## src/rtl/mod_counter_pkg.sv

```systemverilog
// Shared types and defaults for the modulo counter controller.
// State encoding is visible on the state output port.
package mod_counter_pkg;

    localparam int WIDTH_DEF = 3;

    typedef enum logic [1:0] {
        ST_IDLE  = 2'b00,
        ST_RUN   = 2'b01,
        ST_PAUSE = 2'b10,
        ST_DONE  = 2'b11
    } state_t;

endpackage

```

## src/rtl/t_counter_en.sv

```systemverilog
// Synchronous T-flip-flop up counter with enable and clear.
// Bit i toggles when en is high and all lower bits are ones.
module t_counter_en #(
    parameter int WIDTH = 3
) (
    input  logic             clk,
    input  logic             clr,
    input  logic             en,
    output logic [WIDTH-1:0] q
);

    logic [WIDTH-1:0] t;

    always_comb begin : tgen
        logic carry;
        carry = en;
        for (int i = 0; i < WIDTH; i++) begin
            t[i]  = carry;
            carry = carry & q[i];
        end
    end

    always_ff @(posedge clk) begin
        if (clr) begin
            q <= '0;
        end else begin
            q <= q ^ t;
        end
    end

endmodule

```

## src/rtl/mod_counter_ctrl.sv

```systemverilog
// Run/pause/stop controller around a configurable modulo counter.
// Priority each cycle is stop > pause > start/advance.
module mod_counter_ctrl
    import mod_counter_pkg::*;
#(
    parameter int WIDTH = WIDTH_DEF
) (
    input  logic             clk,
    input  logic             reset,
    input  logic             cfg_valid,
    output logic             cfg_ready,
    input  logic [WIDTH-1:0] cfg_term,
    input  logic             cfg_oneshot,
    input  logic             start,
    input  logic             pause,
    input  logic             stop,
    output logic [WIDTH-1:0] count,
    output logic             busy,
    output logic             wrap,
    output logic             done,
    output logic [1:0]       state
);

    state_t           state_q;
    state_t           state_n;
    logic [WIDTH-1:0] term_q;
    logic             oneshot_q;
    logic             wrap_q;
    logic             wrap_n;
    logic             done_q;
    logic             done_n;
    logic             cnt_en;
    logic             cnt_clr;
    logic             resume;

    assign resume    = start & ~pause;
    assign cfg_ready = (state_q == ST_IDLE) | (state_q == ST_DONE);
    assign busy      = (state_q == ST_RUN) | (state_q == ST_PAUSE);
    assign wrap      = wrap_q;
    assign done      = done_q;
    assign state     = state_q;

    always_comb begin
        state_n = state_q;
        cnt_en  = 1'b0;
        cnt_clr = 1'b0;
        wrap_n  = 1'b0;
        done_n  = 1'b0;
        unique case (state_q)
            ST_IDLE: begin
                cnt_clr = 1'b1;
                if (!stop && resume) state_n = ST_RUN;
            end
            ST_RUN: begin
                if (stop) begin
                    state_n = ST_IDLE;
                    cnt_clr = 1'b1;
                end else if (pause) begin
                    state_n = ST_PAUSE;
                end else if (count == term_q) begin
                    cnt_clr = 1'b1;
                    if (oneshot_q) begin
                        state_n = ST_DONE;
                        done_n  = 1'b1;
                    end else begin
                        wrap_n = 1'b1;
                    end
                end else begin
                    cnt_en = 1'b1;
                end
            end
            ST_PAUSE: begin
                if (stop) begin
                    state_n = ST_IDLE;
                    cnt_clr = 1'b1;
                end else if (resume) begin
                    state_n = ST_RUN;
                end
            end
            ST_DONE: begin
                cnt_clr = 1'b1;
                if (stop) state_n = ST_IDLE;
                else if (resume) state_n = ST_RUN;
            end
            default: begin
                state_n = ST_IDLE;
                cnt_clr = 1'b1;
            end
        endcase
    end

    always_ff @(posedge clk) begin
        if (!reset) begin
            state_q   <= ST_IDLE;
            wrap_q    <= 1'b0;
            done_q    <= 1'b0;
            term_q    <= '1;
            oneshot_q <= 1'b0;
        end else begin
            state_q <= state_n;
            wrap_q  <= wrap_n;
            done_q  <= done_n;
            if (cfg_valid && cfg_ready) begin
                term_q    <= cfg_term;
                oneshot_q <= cfg_oneshot;
            end
        end
    end

    t_counter_en #(
        .WIDTH(WIDTH)
    ) u_cnt (
        .clk(clk),
        .clr(cnt_clr | ~reset),
        .en (cnt_en),
        .q  (count)
    );

endmodule

```

## config.mk

```make
export PLATFORM = sky130hd
export DESIGN_NAME = mod_counter_ctrl
export DESIGN_NICKNAME = d
export VERILOG_FILES = /design/src/rtl/mod_counter_pkg.sv /design/src/rtl/t_counter_en.sv /design/src/rtl/mod_counter_ctrl.sv
export SDC_FILE = /design/constraint.sdc
export NUM_CORES = 1
export LEC_CHECK = 0
export BUFFER_PORTS_ARGS = -buffer_cell sky130_fd_sc_hd__clkbuf_2
export CELL_PAD_IN_SITES_DETAIL_PLACEMENT = 0
export CELL_PAD_IN_SITES_GLOBAL_PLACEMENT = 2
export CORE_AREA = 3 3 51 53
export CTS_BUF_LIST = sky130_fd_sc_hd__clkbuf_16
export CTS_CLUSTER_DIAMETER = 30
export DETAILED_ROUTE_END_ITERATION = 8
export DIE_AREA = 0 0 54 56
export PLACE_DENSITY_LB_ADDON = 0.1
export SLEW_MARGIN = 30
export SYNTH_ARGS = -nofsm -noshare
export SYNTH_HDL_FRONTEND = slang
export SYNTH_HIERARCHICAL = 1
export SYNTH_SLANG_ARGS = --single-unit
```

## constraint.sdc

```tcl
create_clock -name clk -period 2 [get_ports clk]
set_input_delay 0.4 -clock clk [delete_from_list [all_inputs] [get_ports clk]]
set_output_delay 0.4 -clock clk [all_outputs]
set_load 0.005 [all_outputs]
```

==> flow_metrics.py <==
metrics = {
    "layout": {
        "regArea_um2": 220,
        "syn2layout_area_growth_pct": 35.4,
        "drive_gt1_share_pct": 27.7,
        "n_fill_cell": 242,
        "multiInputGateArea_um2": 325,
        "fin_nets": 101,
        "final_cell_area_um2": 779,
        "diodes": 0,
    },
    "timing": {
        "min_period_ps": 1750,
        "fmax_ghz": 0.572,
        "period_share_pct": 87.5,
        "slew_viol_final": 0,
        "rsz0062_at_grt": "false",
        "slew_headroom_pct": 76.3,
        "tightest_slew_ps": 347,
        "fin_setup_tns_ps": 0,
        "skew_ps": 2.35,
        "final_hold_viol_count": 0,
        "finalSetupViolCount": 0,
    },
    "setup_path": {
        "regToRegSetupSlack_ps": 250,
        "r2r-start": "state[1]",
        "critPathLaunchType": "register",
        "path_class": "register to register",
        "cp_max_fo": 5,
        "endpoint_kind": "register",
        "critical_path_required_ps": 2110,
        "arrival_ps": 1860,
        "timing.rr.end": "u_cnt/q[2]",
        "reg2regPathDepth": 8,
    },
    "grt": {
        "grt_max_degree": 10,
        "antenna_found_initial": 0,
        "grt_pass1_vias": 463,
        "grt_util_all_layers_pct": 9.69,
        "grt_first_pass_wirelength_um": 2100,
        "grt_overflow_total": 0,
    },
    "detailed_routing": {
        "drt_first_pass_iters": 4,
        "routedWlPerCell_um": 10.9,
        "routed_wl_um": 1210,
        "via_count": 460,
        "antenna_left": 0,
        "drt_iter0_markers": 4,
        "vias_per_cell": 4.14,
        "drc": 0,
    },
    "floorplanning": {
        "core_area_um2": 2190,
        "ios": 19,
        "die_x_um": 54,
        "start_util_pct": 26.3,
        "num_rows": 17,
        "die_area_um2": 3020,
        "fp.dieH_um": 56,
    },
    "power_and_ir_drop": {
        "power_density_nw_per_um2": 960,
        "swShare_pct": 24.0,
        "switchingPower_uw": 180,
        "irDropWorstVdd_uv": 373,
        "p_clk_share_pct": 47.5,
        "pwr-share-comb_pct": 19.1,
        "p_seq_share_pct": 33.3,
        "power_leakage_nw": 0.391,
        "p_int_uw": 569,
    },
    "synthesis": {
        "yosys_warnings": 6,
        "synth_area_leaders": "dfxtp_1, ha_1, mux2i_1",
        "seq_area_frac_synth_pct": 38.3,
        "avgSynthCellArea_um2": 9.28,
        "ys_seq_elements": 11,
        "synth_top_cell_area_share_pct": 38.3,
        "yosysTopAreaCell": "dfxtp_1",
        "postSynthCellCount": 62,
        "synthDistinctLibCells": 21,
        "mappedNetlistArea_um2": 576,
        "syn_nets": 79,
    },
    "placement": {
        "place.gp.congestion": 0.745,
        "port-buffer-count": 18,
        "post_dp_cell_area_um2": 701,
        "dpl.hpwl_um": 974,
    },
    "clock_tree": {
        "cts_setup_buffers": 0,
        "cts_max_level": 1,
        "cts_made_buffers": 3,
        "cts-resized-gates": 0,
        "cts-root-buf": "clkbuf_16",
        "ctsHoldBuffers": 0,
        "tritoncts": "done",
        "clock-sinks": 11,
        "clkLatencyLatePin_ps": 240,
        "clk_pin_slew_worst_paths_ps": 40,
        "cts_buffer_depth": 2,
    },
    "worst_hold_path": {
        "hold_depth": 3,
        "hp-start": "cfg_term[2]",
        "min_path_type": "primary input to register",
        "holdPathEnd": "term_q[2]",
    },
    "run": {
        "maxCapViolations": 0,
    },
    "run_status": {
        "status": "finished clean",
    },
}
[metal layers]
metal | vias to the layer above | part of all wire, % | global-route usage [%] | wire length (µm)
met2 | 15 | 41 | 12.1 | 497
li1 | 248 | - | - | -
met1 | 195 | 50 | 13.4 | 609
met4 | 0 | 0.83 | 5.34 | 10
met5 | - | 0 | 0 | 0
met3 | 2 | 7.8 | 4.29 | 94
[cell families after synthesis]
| group | count (synthesis) | synth area share [%] |
|---|---|---|
| XOR/XNOR | 4 | 6.09 |
| flip-flops | 11 | 38.3 |
| AO/OA/AOI/OAI | 8 | 10.2 |
| adder cells (fa/ha/maj) | 7 | 15.2 |
| buffers and inverters | 8 | 5.22 |
| AND/OR/NAND/NOR | 20 | 18.0 |
| multiplexers | 4 | 6.96 |
[worst max-delay path: stages, from the launching register on]
cell     delay (ps)
dfxtp_1         390
inv_1           100
ha_1            240
and2_4          160
nor2b_1         130
ha_1            200
ha_1            190
xnor2_1         160
nor2_1           50
[sequential cells by signal, indices dropped and copies added, names as in the netlist]
name and flops:
wrap 1, term_q 3, u_cnt/q 3, state 2, oneshot_q 1, done 1
[layout make-up]
type	instances	share of cell area [%]
sequential	11	28.3
clock inverter	1	0.482
multi-input combinational	43	41.7
clock buffer	3	9.63
timing repair buffer	19	12.5
inverter	6	2.89
tap	28	4.49
[worst max-delay path by stage]
stage,start,to,slack (ps),cells after the start
global placement,state[1],u_cnt/q[2],230,8
CTS,state[1],u_cnt/q[2],230,8
finish,state[1],u_cnt/q[2],250,8
global route,state[1],u_cnt/q[2],60,8
detailed placement,state[1],u_cnt/q[2],260,8
floorplan,state[1],u_cnt/q[1],390,7
[synth_stat cells]
cell        n
dfxtp_1    11
ha_1        7
inv_1       6
nor2_1      6
mux2i_1     4
nand2_1     4
nor2b_1     4
xnor2_1     4
a21oi_1     3
clkbuf_1    2
a2111oi_0   1
a2bb2oi_1   1
a31oi_1     1
and2_4      1
and3_1      1
nand3_1     1
nand3b_1    1
nand4_1     1
o211a_1     1
o21ba_1     1
or4_1       1
[cell usage in the layout (no fill, tap or decap)]
master / synthesis / layout
a21oi_1: 3 / 3
nand2_1: 4 / 4
dfxtp_1: 11 / 11
o21ba_1: 1 / 1
nor2b_1: 4 / 4
nand4_1: 1 / 1
mux2i_1: 4 / 4
a31oi_1: 1 / 1
ha_1: 7 / 7
nand3b_1: 1 / 1
buf_4: 0 / 1
or4_1: 1 / 1
nor2_1: 6 / 6
a2bb2oi_1: 1 / 1
clkbuf_16: 0 / 3
a2111oi_0: 1 / 1
clkbuf_2: 0 / 18
and3_1: 1 / 1
nand3_1: 1 / 1
xnor2_1: 4 / 4
and2_4: 1 / 1
o211a_1: 1 / 1
inv_1: 6 / 7
[through the flow]
stage               power, mW  hold slack, ps  setup WS (ps)  cells  utilization (%)
finish                  0.749             378            250    111             35.6
global route            0.792             384           59.0    111             35.6
CTS                     0.765             377            230    111             35.6
detailed placement      0.397             435            255    107             32.0
global placement        0.402             442            231    107             32.0
floorplan               0.346             413            385     62                -
[power groups by stage]
| stage | registers [mW] | clock network [mW] | logic, mW |
|---|---|---|---|
| 3_3_place_gp | 0.253 | 0 | 0.149 |
| 3_5_place_dp | 0.254 | 0 | 0.144 |
| 5_1_grt | 0.252 | 0.377 | 0.163 |
| 2_1_floorplan | 0.251 | 0 | 0.0944 |
| 6_report | 0.250 | 0.356 | 0.143 |
| 4_1_cts | 0.250 | 0.369 | 0.147 |
(Power assumes the default switching activity.)
